`src/rtl/mul_pkg.sv`:
```
// rtl/mul_pkg.sv - shared types and widths for the multiplier reduce stage
package mul_pkg;

    localparam int XLEN   = 32;
    localparam int PWIDTH = 64;

    typedef enum logic [1:0] {
        IDLE  = 2'd0,
        ACCUM = 2'd1,
        FINAL = 2'd2
    } state_t;

    // [1] = operand A negative, [0] = operand B negative
    typedef logic [1:0] sign_t;

endpackage

```
`src/rtl/mul_lane_adder.sv`:
```
// rtl/mul_lane_adder.sv - combinational modulo-2^64 sum of LANES partial words
module mul_lane_adder
    import mul_pkg::*;
#(
    parameter int LANES = 4
) (
    input  logic [LANES*PWIDTH-1:0] i_words,
    output logic [PWIDTH-1:0]       o_sum
);

    always_comb begin
        o_sum = '0;
        for (int k = 0; k < LANES; k++) begin
            o_sum = o_sum + i_words[k*PWIDTH +: PWIDTH];
        end
    end

endmodule

```
`src/rtl/mul_reduce.sv`:
```
// rtl/mul_reduce.sv - accumulates partial products LANES per cycle, sign-corrects, returns a 32-bit half
module mul_reduce
    import mul_pkg::*;
#(
    parameter int SIZE  = 16,
    parameter int LANES = 4
) (
    input  logic                   clk,
    input  logic                   rst_n,
    input  logic                   start_i,
    input  logic [PWIDTH*SIZE-1:0] partial_i,
    input  logic [1:0]             sign_i,
    input  logic                   higher_i,
    input  logic                   clear_i,
    output logic                   ready_o,
    output logic                   valid_o,
    output logic [XLEN-1:0]        result_o
);

    localparam int NGRP = SIZE / LANES;
    localparam int GW   = (NGRP > 1) ? $clog2(NGRP) : 1;

    if ((LANES < 1) || (SIZE < LANES) || (SIZE % LANES != 0)) begin : g_cfg_err
        $error("mul_reduce: SIZE must be a non-zero multiple of LANES");
    end

    state_t                 r_state;
    logic [PWIDTH*SIZE-1:0] r_partials;
    sign_t                  r_sign;
    logic                   r_higher;
    logic [PWIDTH-1:0]      r_acc;
    logic [GW-1:0]          r_grp;
    logic                   r_valid;
    logic [XLEN-1:0]        r_result;

    logic [LANES*PWIDTH-1:0] w_lanes;
    logic [PWIDTH-1:0]       w_lane_sum;
    logic [PWIDTH-1:0]       w_prod;
    logic                    w_last_grp;

    assign w_lanes    = r_partials[r_grp*(LANES*PWIDTH) +: LANES*PWIDTH];
    assign w_last_grp = (r_grp == GW'(NGRP - 1));
    // Like signs cancel: only a single negative operand flips the product
    assign w_prod     = (r_sign[1] ^ r_sign[0]) ? (~r_acc + 64'd1) : r_acc;

    mul_lane_adder #(
        .LANES (LANES)
    ) u_lane_adder (
        .i_words (w_lanes),
        .o_sum   (w_lane_sum)
    );

    always_ff @(posedge clk) begin
        if (!rst_n) begin
            r_state    <= IDLE;
            r_partials <= '0;
            r_sign     <= '0;
            r_higher   <= 1'b0;
            r_acc      <= '0;
            r_grp      <= '0;
            r_valid    <= 1'b0;
            r_result   <= '0;
        end else if (clear_i) begin
            r_state <= IDLE;
            r_valid <= 1'b0;
        end else begin
            r_valid <= 1'b0;
            case (r_state)
                IDLE: begin
                    if (start_i) begin
                        r_partials <= partial_i;
                        r_sign     <= sign_i;
                        r_higher   <= higher_i;
                        r_acc      <= '0;
                        r_grp      <= '0;
                        r_state    <= ACCUM;
                    end
                end
                ACCUM: begin
                    r_acc <= r_acc + w_lane_sum;
                    r_grp <= r_grp + 1'b1;
                    if (w_last_grp) begin
                        r_state <= FINAL;
                    end
                end
                FINAL: begin
                    r_result <= r_higher ? w_prod[PWIDTH-1:XLEN] : w_prod[XLEN-1:0];
                    r_valid  <= 1'b1;
                    r_state  <= IDLE;
                end
                default: r_state <= IDLE;
            endcase
        end
    end

    assign ready_o  = (r_state == IDLE);
    assign valid_o  = r_valid;
    assign result_o = r_result;

endmodule

```
`config.mk`:
```
export PLATFORM = sky130hd
export DESIGN_NAME = mul_reduce
export DESIGN_NICKNAME = d
export VERILOG_FILES = /design/src/rtl/mul_pkg.sv /design/src/rtl/mul_lane_adder.sv /design/src/rtl/mul_reduce.sv
export SDC_FILE = /design/constraint.sdc
export NUM_CORES = 2
export LEC_CHECK = 0
export ABC_CLOCK_PERIOD_IN_PS = 9000
export CAP_MARGIN = 20
export CORE_AREA = 2 2 416 418
export CTS_CLUSTER_SIZE = 28
export DETAILED_ROUTE_END_ITERATION = 10
export DIE_AREA = 0 0 418 420
export PLACE_DENSITY = 0.61
export SLEW_MARGIN = 5
export SYNTH_ARGS = -nofsm -noshare
export SYNTH_HDL_FRONTEND = slang
export SYNTH_SLANG_ARGS = --single-unit
export TNS_END_PERCENT = 1
```
`constraint.sdc`:
```
create_clock -name clk -period 9 [get_ports clk]
set_clock_uncertainty 0.15 [all_clocks]
set_input_delay 2.25 -clock clk [delete_from_list [all_inputs] [get_ports clk]]
set_output_delay 2.25 -clock clk [all_outputs]
set_load 0.1 [all_outputs]
```
# --- After elaboration in Yosys (flattened, before gate mapping) ---
# Index checks and enable logic that the tools add are counted.
op_classes:
  n_addsub: 6
  eq_ne: 5
  shifts: 1
  muxes: 10
  n_bitwise: 4
  reduce_logical: 7
ops:
  columns: ["operator", "n"]
  rows:
  - ["$shiftx 1024x11->256", 1]
  - ["$add 64x64->64", 4]
  - ["$mux 64", 2]
  - ["$pmux 64 s2", 1]
  - ["$add 64x1->64 const B", 1]
  - ["$not 64->64", 1]
  - ["$mux 32", 1]
  - ["$pmux 2 s2", 2]
  - ["$mux 2", 3]
  - ["$reduce_and 3->1", 2]
  - ["$eq 2x2->1 const B", 2]
  - ["$ne 2x2->1 const B", 2]
  - ["$reduce_and 2->1", 2]
  - ["$add 2x1->2 const B", 1]
  - ["$eq 2x1->1 const B", 1]
  - ["$logic_not 2->1", 1]
  - ["$not 1->1", 2]
  - ["$reduce_bool 2->1", 1]
  - ["$reduce_or 2->1", 1]
  - ["$mux 1", 1]
  - ["$xor 1x1->1", 1]
word_totals:
  register_bits: 1128
  input_bits: 1031
  out_inout_bits: 34
  wordCells: 41

# --- Depth between registers and ports, before layout ---
logic_depth:
  ltp_word: 6
  depth_mapped: 25
  depth_no_buf: 20

# --- Modules after synthesis ---
# From an unflattened synthesis, not the netlist that was laid out.
hier_totals:
  hier_cells: 6921
  area_unflattened_um2: 56623.1
by_module_without_submodules:
  columns: ["mod", "instances", "cells_each", "area_per_inst_um2", "seq_area_each_um2"]
  rows:
  - ["mul_reduce", 1, 5908, 49150.9, 22581.7]
  - ["mul_lane_adder", 1, 1013, 7472.2, 0.0]

# --- Worst setup path after synthesis ---
# No wires, ideal clock.
synth_timing:
  path_kind: "register to register"
  from: "register r_grp[0]"
  to: "register r_acc[45]"
  setup_time_ps: 117
  arrival_ps: 6451
  required_time_ps: 8733
  setup_slack_ps: 2282
  path_stages_with_launch: 25
  n_path_buf: 4
  period_less_slack_ps: 6718
  cell_sequence: "dfxtp_1 clkbuf_1 clkbuf_1 clkbuf_1 buf_1 mux4_2 fa_1 inv_1 fa_1 fa_1 inv_1 ha_1 inv_1 fa_1 nor2b_1 o31a_1 o21ai_1 o21ai_0 a21oi_1 o31ai_1 a31o_2 o21bai_1 o21ai_0 xor2_1 a32o_1"
synth_via:
  elab_chain_len: 6
synth_rtl:
  columns: ["item", "line", "source"]
  rows:
  - ["start: declaration", "mul_reduce.sv:32", "logic [GW-1:0] r_grp;"]
  - ["start signal: assignment", "mul_reduce.sv:81", "r_grp <= r_grp + 1'b1;"]
  - ["$shiftx 1024x11->256 (*)", "mul_reduce.sv:41", "assign w_lanes = r_partials[r_grp*(LANES*PWIDTH) +: LANES*PWIDTH];"]
  - ["$add 64x64->64 (2 in a row)", "mul_lane_adder.sv:14", "o_sum = o_sum + i_words[k*PWIDTH +: PWIDTH];"]
  - ["$add 64x64->64 (*)", "mul_lane_adder.sv:14", null]
  - ["$add 64x64->64 (*)", "mul_reduce.sv:80", "r_acc <= r_acc + w_lane_sum;"]
  - ["$pmux 64 s2 (*)", "mul_reduce.sv:68", "case (r_state)"]
  - ["end signal: assignment", "mul_reduce.sv:80", null]
  - ["end: declaration", "mul_reduce.sv:31", "logic [PWIDTH-1:0] r_acc;"]
# Mark *: on every way between the ends. The rest lies on a longest branch, timed or not.
# A chain may end at the register's enable or synchronous reset.

# --- Worst setup path in the final report ---
layout_timing:
  from: "register r_grp[1]"
  to: "register r_acc[62]"
# Same word-level chain as after synthesis.

==> run summary <==
outcome: finished, violations left
failing checks: slew limit
Internal: 9.51 mW
CP max-delay cell: dfxtp_4
Clock Tree Buf Depth: 3
DR vias: 48.8k
endpoint type of the worst setup path: flop
Worst R2R Start: r_grp[1]
actual slew at the worst max-slew pin: 1.53 ns
WS Path Type: reg2reg
Syn Inst Count: 6671
largest net degree at the start of global routing: 266
total CTS buffers: 136
combinational power share: 15.9%
final net count: 8755
Hold WS: 0.301 ns
CP most frequent cell: inv_1
initial DRC count: 3503
DRC violations left: 0
Most used DFF post-synth: dfxtp_1
Syn Area/Cell: 8.67 sq um
DRT antenna net count: 0
die height: 420 um
dominant cell type by area after synthesis: dfxtp_1
hold_buf cts: 0
final worst slack: 1.37 ns
Cell Area, Synth: 0.0578 sq mm
Starting Density: 33.8%
Hold Violations, Final: 0
sequential cell area fraction in the yosys report: 39.1%
Post-synth top cells: nand2_1, dfxtp_1, a21boi_0, inv_1, clkbuf_1
average vias per placed instance: 4.95
post-synth top area share: 39.1%
asr flop ratio synth: 0%
synthesis-to-layout area growth: 29.5%
core area: 0.171 sq mm
Switching Power: 3.53 mW
Worst Hold Depth: 2
Worst slew margin: -1.94%
global router's overall resource usage: 23.4%
Total Routed Length: 211000 um
CTS Sinks: 1128
worst-skew pair later-pin latency: 0.79 ns
crit path DAT: 8.15 ns
Crit path required time: 9.53 ns
r2r setup slk: 1.37 ns
WL per Instance: 21.5 um
max_cap viols: 0
Max Slew Vio Count: 65
CP bufs+invs: 6
die area: 0.176 sq mm
1st-pass router iterations: 6
site row count: 152
maximum fanout along the worst path: 48
vias in the first global route: 48.3k
initial antenna violation count: 72
CP max stage delay: 0.90 ns
Syn Nets: 7956
Buffers on Ports: 1064
CTS root buffer: clkbuf_16
clock share of power: 43.0%
Overflow after GRT: 0
Period minus WS final: 7.63 ns
worst hold path startpoint: result_o[28]
most common cell in the synthesized netlist: nand2_1
Boundary Pins: 1065
post-DP HPWL: 161000 um
Tcrit/Tclk final: 84.7%
Startpoint Class: flop
RSZ-0062 raised after global routing: false
H-tree Lvls: 4
die width: 418 um
first-pass GRT wire length: 308000 um
setup bufs post-CTS: 0
total setup violations reported at the end of the flow: 0
Distinct cells, synth: 61
crit path cell chain: buf_4 -> mux4_2 -> inv_1 -> fa_1 -> inv_1 -> fa_1 -> inv_1 -> fa_1 -> inv_1 -> ha_1 -> o211ai_1 -> buf_4 -> o31ai_1 -> a31oi_1 -> o21ai_0 -> a21oi_1 -> o21ai_0 -> a221oi_1 -> xor2_1 -> o21ai_0
Top delay family on crit path: compound AO/OA/AOI/OAI gates
post-CTS resize count: 0
Hold Path End: result_o[28]
reg2reg end: r_acc[62]
pwr/cell area: 174 mW/mm^2
sequential share of power: 41.1%
pre-CTS WS: 1.39 ns
Syn. warnings: 0
share of layout cells above drive strength 1: 7.58%
maximum VDD drop: 0.148 mV
flops & latches, synth: 1128
Placer Congestion: 0.909
worst hold path type: reg2reg
Sw Share: 27.1%
CTS tree: yes
Post-synth EDFFs: 0
Peak Freq: 0.131 GHz
R2R cell count: 20
top post-synthesis cells by area: dfxtp_1, nand2_1, a21boi_0
clk slew on worst S/H paths: 0.06 ns
setup TNS: 0 ns
leak pwr: 27.8 nW
[placed cells by master, fill, tap and decap left out, types with 11 or more instances in the layout]
cell,netlist,layout
nand2_1,2154,2154
dfxtp_1,1128,1125
clkdlybuf4s50_1,0,1036
a21boi_0,1034,1034
inv_1,614,614
mux4_2,255,255
fa_1,188,188
clkbuf_16,0,140
a21oi_1,120,120
o21ai_0,103,102
xnor2_1,97,96
ha_1,66,66
buf_4,0,65
nor2_1,61,60
nor2b_1,53,53
diode_2,0,43
a21o_1,41,41
xor2_1,33,32
a22oi_1,32,32
clkbuf_1,424,32
clkbuf_8,0,24
nand4_1,21,21
o21bai_1,19,19
clkinv_2,0,19
nand3_1,18,18
buf_12,0,18
a31oi_1,17,17
o31ai_1,14,14
and3_1,12,12
nand2b_1,12,12
a211oi_1,12,12
nor3_1,12,12
and2_1,11,11
[cells by family (layout without fill, tap and decap cells)]
| family | count (synthesis) | in the layout | share of synthesized area (%) |
|---|---|---|---|
| AO/OA/AOI/OAI | 1443 | 1443 | 17.8 |
| XOR/XNOR | 130 | 130 | 1.97 |
| adder cells (fa/ha/maj) | 254 | 254 | 7.94 |
| buffers and inverters | 1073 | 1978 | 6.97 |
| flip-flops | 1128 | 1128 | 39.1 |
| multiplexers | 257 | 257 | 9.97 |
| other | 0 | 43 | 0 |
| AND/OR/NAND/NOR | 2386 | 2386 | 16.3 |
[layer usage]
metal	wire (um)	global-route usage, %
met1	88700	29.5
met2	102000	39.1
met3	11100	4.05
met4	8920	10.6
met5	226	0
[power groups by stage]
stage / clock, mW / combinational [mW] / sequential, mW
2_1_floorplan: 0 / 1.17 / 5.40
3_3_place_gp: 0 / 2.07 / 5.45
3_5_place_dp: 0 / 2.08 / 5.46
4_1_cts: 5.73 / 2.10 / 5.35
5_1_grt: 5.92 / 2.30 / 5.37
6_report: 5.61 / 2.07 / 5.36
[stage by stage]
| step | util (%) | std cells | total power, mW | area (sq um) |
|---|---|---|---|---|
| 6_report | 43.8 | 9852 | 13.0 | 74800 |
| 3_3_place_gp | 41.0 | 9563 | 7.52 | 70100 |
| 3_5_place_dp | 41.0 | 9565 | 7.54 | 70200 |
| 2_1_floorplan | - | 6671 | 6.57 | 57800 |
| 4_1_cts | 43.7 | 9809 | 13.2 | 74700 |
| 5_1_grt | 43.8 | 9844 | 13.6 | 74800 |
[worst min-delay path, stage by stage (launching register included)]
cell,delay (ns)
dfxtp_1,0.32
nand2_1,0.04
o21ai_0,0.05
[area by class of cell]
class / count / area, sq um
Inverter: 614 / 2300
Fill cell: 16704 / 96100
Clock buffer: 196 / 3950
Antenna cell: 43 / 108
Sequential cell: 1128 / 22600
Clock inverter: 48 / 603
Tap cell: 2233 / 2790
Multi-Input combinational cell: 4470 / 31300
Timing Repair Buffer: 1120 / 11200
[sequential cells by signal, summed over array words and instances, names as in the netlist]
register,cells
r_partials,1024
r_acc,64
result_o,32
r_grp,2
r_sign,2
r_state,2
r_higher,1
valid_o,1
[worst max path at each step]
stage	startpoint	end	slack [ns]	cells after the start
2_1_floorplan	r_grp[0]	r_acc[45]	2.28	24
3_3_place_gp	r_grp[0]	r_acc[62]	1.54	20
3_5_place_dp	r_grp[0]	r_acc[62]	1.39	18
4_1_cts	r_grp[0]	r_acc[62]	1.34	18
5_1_grt	r_grp[0]	r_acc[62]	1.05	20
6_report	r_grp[1]	r_acc[62]	1.37	20
Power figures use the tool's default switching activity.
